--- src/rtl/regfile_mp_scoreboard.sv ---
// Integer register file for the decode stage.
//   - 2 combinational read ports, 2 write ports:
//     wb0 is the in-order pipeline writeback, wb1 the long-latency MUL/DIV writeback.
//   - Optional write-to-read bypass (BYPASS).
//   - Per-register pending scoreboard for long-latency results.
//   - After reset the array is zeroed by a sequential sweep of NREGS cycles,
//     so the array itself never needs a wide parallel reset.
//
// Ports:
//   clk, rst             clock; synchronous active-high reset
//   init_busy            high during reset and during the zero-init sweep
//   rs1_addr/rs2_addr    read addresses
//   rs1_data/rs2_data    read data (combinational)
//   rs1_pending/rs2_pending
//                        the addressed register is waiting for a wb1 result
//   wb0_en/addr/data     pipeline writeback
//   wb1_en/addr/data     long-latency writeback; also clears the pending bit
//   issue_en/issue_rd    long-latency op issued; sets the pending bit
//   collision_err        sticky: wb0 and wb1 wrote the same register in one cycle
module regfile_mp_scoreboard #(
  parameter int unsigned XLEN     = 32,
  parameter int unsigned ADDR_W   = 5,
  parameter bit          ZERO_REG = 1'b1,
  parameter bit          BYPASS   = 1'b1
) (
  input  logic              clk,
  input  logic              rst,
  output logic              init_busy,
  input  logic [ADDR_W-1:0] rs1_addr,
  input  logic [ADDR_W-1:0] rs2_addr,
  output logic [XLEN-1:0]   rs1_data,
  output logic [XLEN-1:0]   rs2_data,
  output logic              rs1_pending,
  output logic              rs2_pending,
  input  logic              wb0_en,
  input  logic [ADDR_W-1:0] wb0_addr,
  input  logic [XLEN-1:0]   wb0_data,
  input  logic              wb1_en,
  input  logic [ADDR_W-1:0] wb1_addr,
  input  logic [XLEN-1:0]   wb1_data,
  input  logic              issue_en,
  input  logic [ADDR_W-1:0] issue_rd,
  output logic              collision_err
);

  localparam int unsigned NREGS = 2 ** ADDR_W;
  localparam logic [ADDR_W-1:0] LastReg = ADDR_W'(NREGS - 1);

  typedef enum logic [0:0] {StInit, StRun} state_e;

  state_e              state_q, state_d;
  logic [ADDR_W-1:0]   sweep_cnt_q, sweep_cnt_d;
  logic [NREGS-1:0]    pending_q, pending_d;
  logic                collision_q, collision_d;
  logic [XLEN-1:0]     regs_q [NREGS];

  logic run;
  logic wb0_we, wb1_we;
  logic collide;
  logic sweep_we;

  // Normal operation only once the sweep is done and reset is not being applied.
  assign run = (state_q == StRun) && !rst;

  // Effective writes: register 0 is hardwired when ZERO_REG is set.
  assign wb0_we  = run && wb0_en && !(ZERO_REG && (wb0_addr == '0));
  assign wb1_we  = run && wb1_en && !(ZERO_REG && (wb1_addr == '0));
  assign collide = wb0_we && wb1_we && (wb0_addr == wb1_addr);

  assign sweep_we = (state_q == StInit) && !rst;

  // ---------------------------------------------------------------------------
  // FSM and control state
  // ---------------------------------------------------------------------------
  always_comb begin
    state_d     = state_q;
    sweep_cnt_d = sweep_cnt_q;
    pending_d   = pending_q;
    collision_d = collision_q;

    unique case (state_q)
      StInit: begin
        sweep_cnt_d = sweep_cnt_q + 1'b1;
        // Terminal compare keeps the counter at ADDR_W bits without wrapping past NREGS.
        if (sweep_cnt_q == LastReg) begin
          sweep_cnt_d = '0;
          state_d     = StRun;
        end
      end
      StRun: begin
        if (collide) begin
          collision_d = 1'b1;
        end
        if (wb1_en) begin
          pending_d[wb1_addr] = 1'b0;
        end
        // Applied after the clear so a new issue re-owns the register.
        if (issue_en && !(ZERO_REG && (issue_rd == '0))) begin
          pending_d[issue_rd] = 1'b1;
        end
      end
      default: state_d = StInit;
    endcase
  end

  always_ff @(posedge clk) begin
    if (rst) begin
      state_q     <= StInit;
      sweep_cnt_q <= '0;
      pending_q   <= '0;
      collision_q <= 1'b0;
    end else begin
      state_q     <= state_d;
      sweep_cnt_q <= sweep_cnt_d;
      pending_q   <= pending_d;
      collision_q <= collision_d;
    end
  end

  // ---------------------------------------------------------------------------
  // Register array (no reset; zeroed by the sweep)
  // ---------------------------------------------------------------------------
  always_ff @(posedge clk) begin
    if (sweep_we) begin
      regs_q[sweep_cnt_q] <= '0;
    end else begin
      // wb1 is suppressed on a collision so wb0 owns the register.
      if (wb1_we && !collide) begin
        regs_q[wb1_addr] <= wb1_data;
      end
      if (wb0_we) begin
        regs_q[wb0_addr] <= wb0_data;
      end
    end
  end

  // ---------------------------------------------------------------------------
  // Read ports
  // ---------------------------------------------------------------------------
  always_comb begin
    rs1_data = '0;
    if (!run) begin
      rs1_data = '0;
    end else if (ZERO_REG && (rs1_addr == '0)) begin
      rs1_data = '0;
    end else if (BYPASS && wb0_en && (wb0_addr == rs1_addr)) begin
      rs1_data = wb0_data;
    end else if (BYPASS && wb1_en && (wb1_addr == rs1_addr)) begin
      rs1_data = wb1_data;
    end else begin
      rs1_data = regs_q[rs1_addr];
    end
  end

  always_comb begin
    rs2_data = '0;
    if (!run) begin
      rs2_data = '0;
    end else if (ZERO_REG && (rs2_addr == '0)) begin
      rs2_data = '0;
    end else if (BYPASS && wb0_en && (wb0_addr == rs2_addr)) begin
      rs2_data = wb0_data;
    end else if (BYPASS && wb1_en && (wb1_addr == rs2_addr)) begin
      rs2_data = wb1_data;
    end else begin
      rs2_data = regs_q[rs2_addr];
    end
  end

  // A wb1 result arriving this cycle resolves the hazard immediately when bypassed.
  assign rs1_pending = run && pending_q[rs1_addr] &&
                       !(BYPASS && wb1_en && (wb1_addr == rs1_addr));
  assign rs2_pending = run && pending_q[rs2_addr] &&
                       !(BYPASS && wb1_en && (wb1_addr == rs2_addr));

  assign init_busy     = rst || (state_q == StInit);
  assign collision_err = collision_q;

endmodule

--- config.mk ---
export PLATFORM = sky130hd
export DESIGN_NAME = regfile_mp_scoreboard
export DESIGN_NICKNAME = d
export VERILOG_FILES = /design/src/rtl/regfile_mp_scoreboard.sv
export SDC_FILE = /design/constraint.sdc
export NUM_CORES = 2
export LEC_CHECK = 0
export CAP_MARGIN = 20
export CELL_PAD_IN_SITES_DETAIL_PLACEMENT = 1
export CELL_PAD_IN_SITES_GLOBAL_PLACEMENT = 1
export CORE_UTILIZATION = 55
export CTS_CLUSTER_DIAMETER = 150
export DETAILED_ROUTE_END_ITERATION = 12
export PLACE_DENSITY_LB_ADDON = 0.1
export SYNTH_ARGS = -nofsm -noshare
export SYNTH_HDL_FRONTEND = slang
export SYNTH_SLANG_ARGS = --single-unit
--- constraint.sdc ---
create_clock -name clk -period 16 [get_ports clk]
set_input_delay 4.8 -clock clk [delete_from_list [all_inputs] [get_ports clk]]
set_output_delay 4.8 -clock clk [all_outputs]
set_load 0.005 [all_outputs]
## Word level (Yosys, flattened, before mapping)

Memories as Yosys holds them, arrays and structs flattened.
Cells that the tools add are included.

- Add/sub/neg operators: 1
- Order comparisons: 6
- Equality and inequality tests: 6
- Mux-type cells: 33
- Bitwise operators: 4
- Reduce and logical (&&, ||, !) cells: 35

Operators by type and width:

| operator | count |
|---|---|
| 32-bit two-way mux | 12 |
| 32-bit AND | 1 |
| 32-bit inverter | 1 |
| 32-bit bitwise OR | 1 |
| 32-bit OR reduction | 1 |
| 5-bit == test | 5 |
| 5-bit logical NOT | 5 |
| 5-bit by 6-bit < comparator with 1-bit output, second input constant | 4 |
| 1-bit logical AND | 20 |
| 1-bit two-way mux | 15 |
| 1-bit binary-select mux with 5-bit select | 2 |
| 1-bit demux with 5-bit select | 2 |
| 5-bit by 1-bit >= comparator with 1-bit output, second input constant | 2 |
| 5-bit two-way mux | 2 |
| 1-bit logical NOT | 7 |
| 5-bit by 1-bit adder with 5-bit output, second input constant | 1 |
| 5-bit == test, second input constant | 1 |
| 2-bit AND reduction | 1 |
| 1-bit logical OR | 1 |
| 1-bit inverter | 1 |

- Flip-flop bits (word level): 39
- Bits in writable memories: 1024
- Output and inout port bits: 68
- Memories: 1

Memories:

| memory | words | bits a word | read ports | clocked after Yosys merged registers in | wr ports | RTL line | text |
|---|---|---|---|---|---|---|---|
| regs_q | 32 | 32 | 2 | 0 | 2 | 55 | `logic [XLEN-1:0] regs_q [NREGS];` |

## Depth between registers and ports, before layout

- Word-level depth: 13
- Gate-level depth with buffers: 11
- Mapped depth without buffers: 6

## Least setup slack after synthesis

OpenSTA, ideal clock, no wires.

- Path type: input to output
- From: input port rs1_addr[0]
- To: output port rs1_pending
- Data arrival time: 6.562 ns
- Setup slack: 4.638 ns
- Cell stages on the path: 7
- Buffers on the path: 3
- Path through: buf_2 -> buf_4 -> buf_2 -> mux4_2 -> mux4_2 -> mux2i_1 -> nor2_1

- Longest elaborated chain between the ends: 4

Ends and longest elaborated chain:

| what | RTL line | text |
|---|---|---|
| start: declaration | 29 | `input logic [ADDR_W-1:0] rs1_addr,` |
| 1-bit binary-select mux with 5-bit select / 5-bit == test (equally long branches) | 171, 172 |  |
| 1-bit two-way mux (implied by the code) / 1-bit logical AND (equally long branches) | 171, 172 |  |
| 1-bit logical AND / 1-bit logical NOT (equally long branches) | 171, 172 |  |
| 1-bit logical AND (*) | 171 | `assign rs1_pending = run && pending_q[rs1_addr] &&` |
| end: declaration | 33 | `output logic rs1_pending,` |

Every way passes the cells marked *; elsewhere a longest branch is shown, timed or not. The select of a mux whose other input is x is not followed.

## Worst setup path in the final report

- From: input port rs2_addr[4]
- To: output port rs2_data[31]

- Longest elaborated chain between the ends: 6

Ends and longest elaborated chain:

| what | RTL line | text |
|---|---|---|
| start: declaration | 30 | `input logic [ADDR_W-1:0] rs2_addr,` |
| branches (longest 4 deep; another with memory read 32 x 32 bit) | - |  |
| 32-bit two-way mux (*) | 159 | `end else if (ZERO_REG && (rs2_addr == '0)) begin` |
| 32-bit two-way mux (*) | 157 | `if (!run) begin` |
| end: declaration | 32 | `output logic [XLEN-1:0] rs2_data,` |

Every way passes the cells marked *.

==> summary.md <==
| Metric | Value |
|---|---|
| Congestion Overflow GR | 0 |
| CTS root buffer | clkbuf_16 |
| Routed via count | 51500 |
| CP dominant cell by count | clkdlybuf4s50_1 |
| CTS tree | built |
| Iter 0 DRT Violations | 9083 |
| Post-route insts no fill | 6704 |
| Chip width | 335 microns |
| Mapped Area | 0.0610 sq mm |
| Clock Pin Slew Worst Setup and Hold Paths | 0.05 ns |
| Clk Latency, worst-skew pair | 0.75 ns |
| GP Congestion | 0.903 |
| Sequential cell area fraction in the yosys report | 51.7% |
| Top cells by area, synth | edfxtp_1 (50%), mux4_2 (16%), o21ai_0 (9.0%) |
| Ratio of cells with drive above 1 in the final layout | 16.9% |
| RSZ-0062 raised after global routing | no |
| Hold Path Class | reg2reg |
| Tcrit/Tclk final | 90.1% |
| Fraction of registers with async set or reset after synthesis | 0% |
| Worst setup path startpoint | rs2_addr[4] |
| CTS Buf Count | 118 |
| CTS sink cnt | 1063 |
| Final Max Slew Viols | 0 |
| IO buf count | 161 |
| Outcome | completed |
| Layout net count | 5222 |
| Post-synthesis cell count | 5359 |
| First-pass GRT wire length | 365 mm |
| WL per Instance | 38.7 microns |
| Worst path buffer plus inverter count | 3 |
| Combinational share of power | 7.9% |
| Setup crit end kind | primary output |
| Worst setup margin | 1.59 ns |
| Post-CTS Setup Bufs | 0 |
| Flop pwr share | 49.0% |
| Final TNS setup | 0 ns |
| Clk buf depth | 3 |
| CP max stage delay | 1.11 ns |
| Worst EP required | 11.20 ns |
| Internal cell power | 4670 uW |
| Clock power frac | 43.1% |
| Core Footprint | 0.109 sq mm |
| Post-synth top area share | 50.4% |
| DP Worst Slack | 2.05 ns |
| Remaining DRCs | 0 |
| Fmax | 69.4 MHz |
| Initial antenna violation count | 10 |
| WP data arrival | 9.61 ns |
| Largest net degree at the start of global routing | 142 |
| Sw frac | 24.5% |
| Distinct cells, synth | 58 |
| Yosys reg bits | 1063 |
| CP Launch Type | primary input |
| Slew at the pin closest to its max-slew limit | 1.34 ns |
| Slowest cell on crit path | clkdlybuf4s50_1 |
| Syn Area/Cell | 11.4 sq um |
| Site Rows | 121 |
| Fin crit period | 14.41 ns |
| Main synth FF type | edfxtp_1 |
| FILL cells | 10900 |
| Hold_buf cts | 0 |
| Maxcap violations | 0 |
| Critical path's top delay family | buffers and inverters |
| Post-DP HPWL | 143 mm |
| Final ANT Viol Nets | 0 |
| Crit path cell chain | clkdlybuf4s50_1, and2_1, nor2b_4, buf_4, a22oi_1, and4_1, o21ai_0, clkdlybuf4s50_1 |
| Worst vdd ir | 0.0955 mV |
| Vias in the first global route | 51400 |
| Power Dens Cells | 91.6 mW/mm^2 |
| Syn nets | 5455 |
| Vias per Instance | 7.67 |
| Final Hold Fails | 0 |
| Worst-path maximum fanout | 17 |
| Die Span Y | 335 microns |
| P_leak | 0.0230 uW |
| Psw | 1520 uW |
| Worst Hold Launch | collision_err$_SDFFE_PP0P_ |
| Critical R2R Launch | state_q$_SDFF_PP0_ |
| Area leader, netlist | edfxtp_1 |
| Final wirelength | 260 mm |
| Initial DRT Pass Iterations | 5 |
| # H-tree levels | 3 |
| Overall Global Routing Usage | 46.1% |
| Slew HR | 10.6% |
| Warnings from Yosys | 0 |
| Initial core utilization | 55.7% |
| Category of the most critical setup path | in2out |
| Post-synth EDFFs | 1024 |
| Area grow syn2layout | 10.8% |
| Die ar. | 0.112 sq mm |
| Placed Cells | 6472 |
| Post-CTS resize count | 0 |
| Num ports | 162 |
| Clock skew | 0.0290 ns |
| Setup-failing EPs final | 0 |
==> cell usage after synthesis, drive strengths merged (6+ instances only) <==
cell    instances
mux2i         194
buf           179
nand3          32
nor2b          12
o21ai        1111
or4            34
nand2b          7
nand3b         16
and4           20
xnor2          13
a21oi          56
nor2           68
xor2           12
o22ai         222
mux4          446
a211oi         20
a32oi          10
a31oi          18
a22oi         106
and2           11
clkbuf        488
edfxtp       1024
inv            36
nor3           16
nand2        1111
nor4            9
dfxtp          39
or2             6
nor3b           6
==> through the flow <==
stage                     utilization [%]  area, sq um  hold WS, ns  total power [uW]
after global routing                 61.7        67600        0.489              6270
after CTS                            61.5        67300        0.471              6150
after global placement               58.0        63500        0.465              3540
after floorplan                         -        61000        0.460              3380
after detailed placement             58.2        63700        0.463              3550
final                                61.7        67600        0.466              6190
==> cells by family after synthesis <==
group,synth area share [%]
adders and majority gates,0.0410
AOI/OAI and AO/OA,13.9
and+or+nand+nor,9.43
xor gates and xnor gates,0.359
muxes,19.7
DFF,51.7
buffers and inverters,4.89
==> worst paths after layout <==
check / end / slack, ns / depth (start not counted)
max: rs2_data[31] / 1.59 / 8
min: collision_err$_SDFFE_PP0P_ / 0.47 / 2
max reg2reg: regs_q[8][18]$_DFFE_PP_ / 11.40 / 8
min reg2reg: collision_err$_SDFFE_PP0P_ / 0.47 / 2
==> sequential cells by signal, summed over array words and instances, names as in the netlist <==
| name | flops |
|---|---|
| pending_q | 32 |
| state_q | 1 |
| sweep_cnt_q | 5 |
| regs_q | 1024 |
| collision_err | 1 |
==> worst register-to-register path: stages, from the launching register on <==
cell	delay [ns]
dfxtp_1	0.74
and3b_1	0.39
nand4_1	0.17
o21ba_4	0.40
buf_4	0.42
nor4_2	0.30
a31oi_1	0.16
o22ai_4	0.87
buf_4	0.76
==> final cells by class <==
class / instances / area (sq um) / area share [%]
clock inverters: 65 / 469 / 0.694
repair buffers: 314 / 3140 / 4.64
multi-input cells: 3593 / 27300 / 40.3
well taps: 1476 / 1850 / 2.73
flip-flops and latches: 1063 / 31500 / 46.7
inverters: 36 / 135 / 0.200
diodes: 2 / 5.00 / 0.00741
clock buffers: 155 / 3190 / 4.72
==> cell usage in the layout (no fill, tap or decap), types with 10 or more instances in the layout <==
cell / instances
xnor2_1: 13
buf_4: 130
nor3_1: 15
nand2_1: 1107
a211oi_1: 20
nor2_1: 33
clkinv_2: 33
buf_16: 11
and4_1: 20
clkinv_1: 20
a21oi_1: 56
xor2_1: 12
mux4_2: 446
edfxtp_1: 1024
nor2_4: 35
clkbuf_16: 122
o22ai_1: 191
nand3b_1: 16
o22ai_4: 31
clkbuf_1: 32
a22oi_1: 106
a32oi_1: 10
mux2i_1: 194
a31oi_1: 17
dfxtp_1: 39
nand3_1: 30
o21ai_0: 1095
o21ai_1: 16
clkdlybuf4s50_1: 156
or4_1: 33
inv_1: 36
==> per-layer routing <==
metal	wire, microns	track usage (%)
met1	87800	59.7
met2	113000	67.2
met3	40100	15.9
met4	18600	28.0
met5	133	0
==> power by group through the flow <==
stage	Sequential, uW	Clock, uW	Combinational [uW]
floorplan	3090	0	291
global placement	3090	0	456
finish	3030	2670	490
CTS	3030	2650	469
detailed placement	3090	0	465
global route	3030	2750	496
Power figures use the tool's default switching activity.
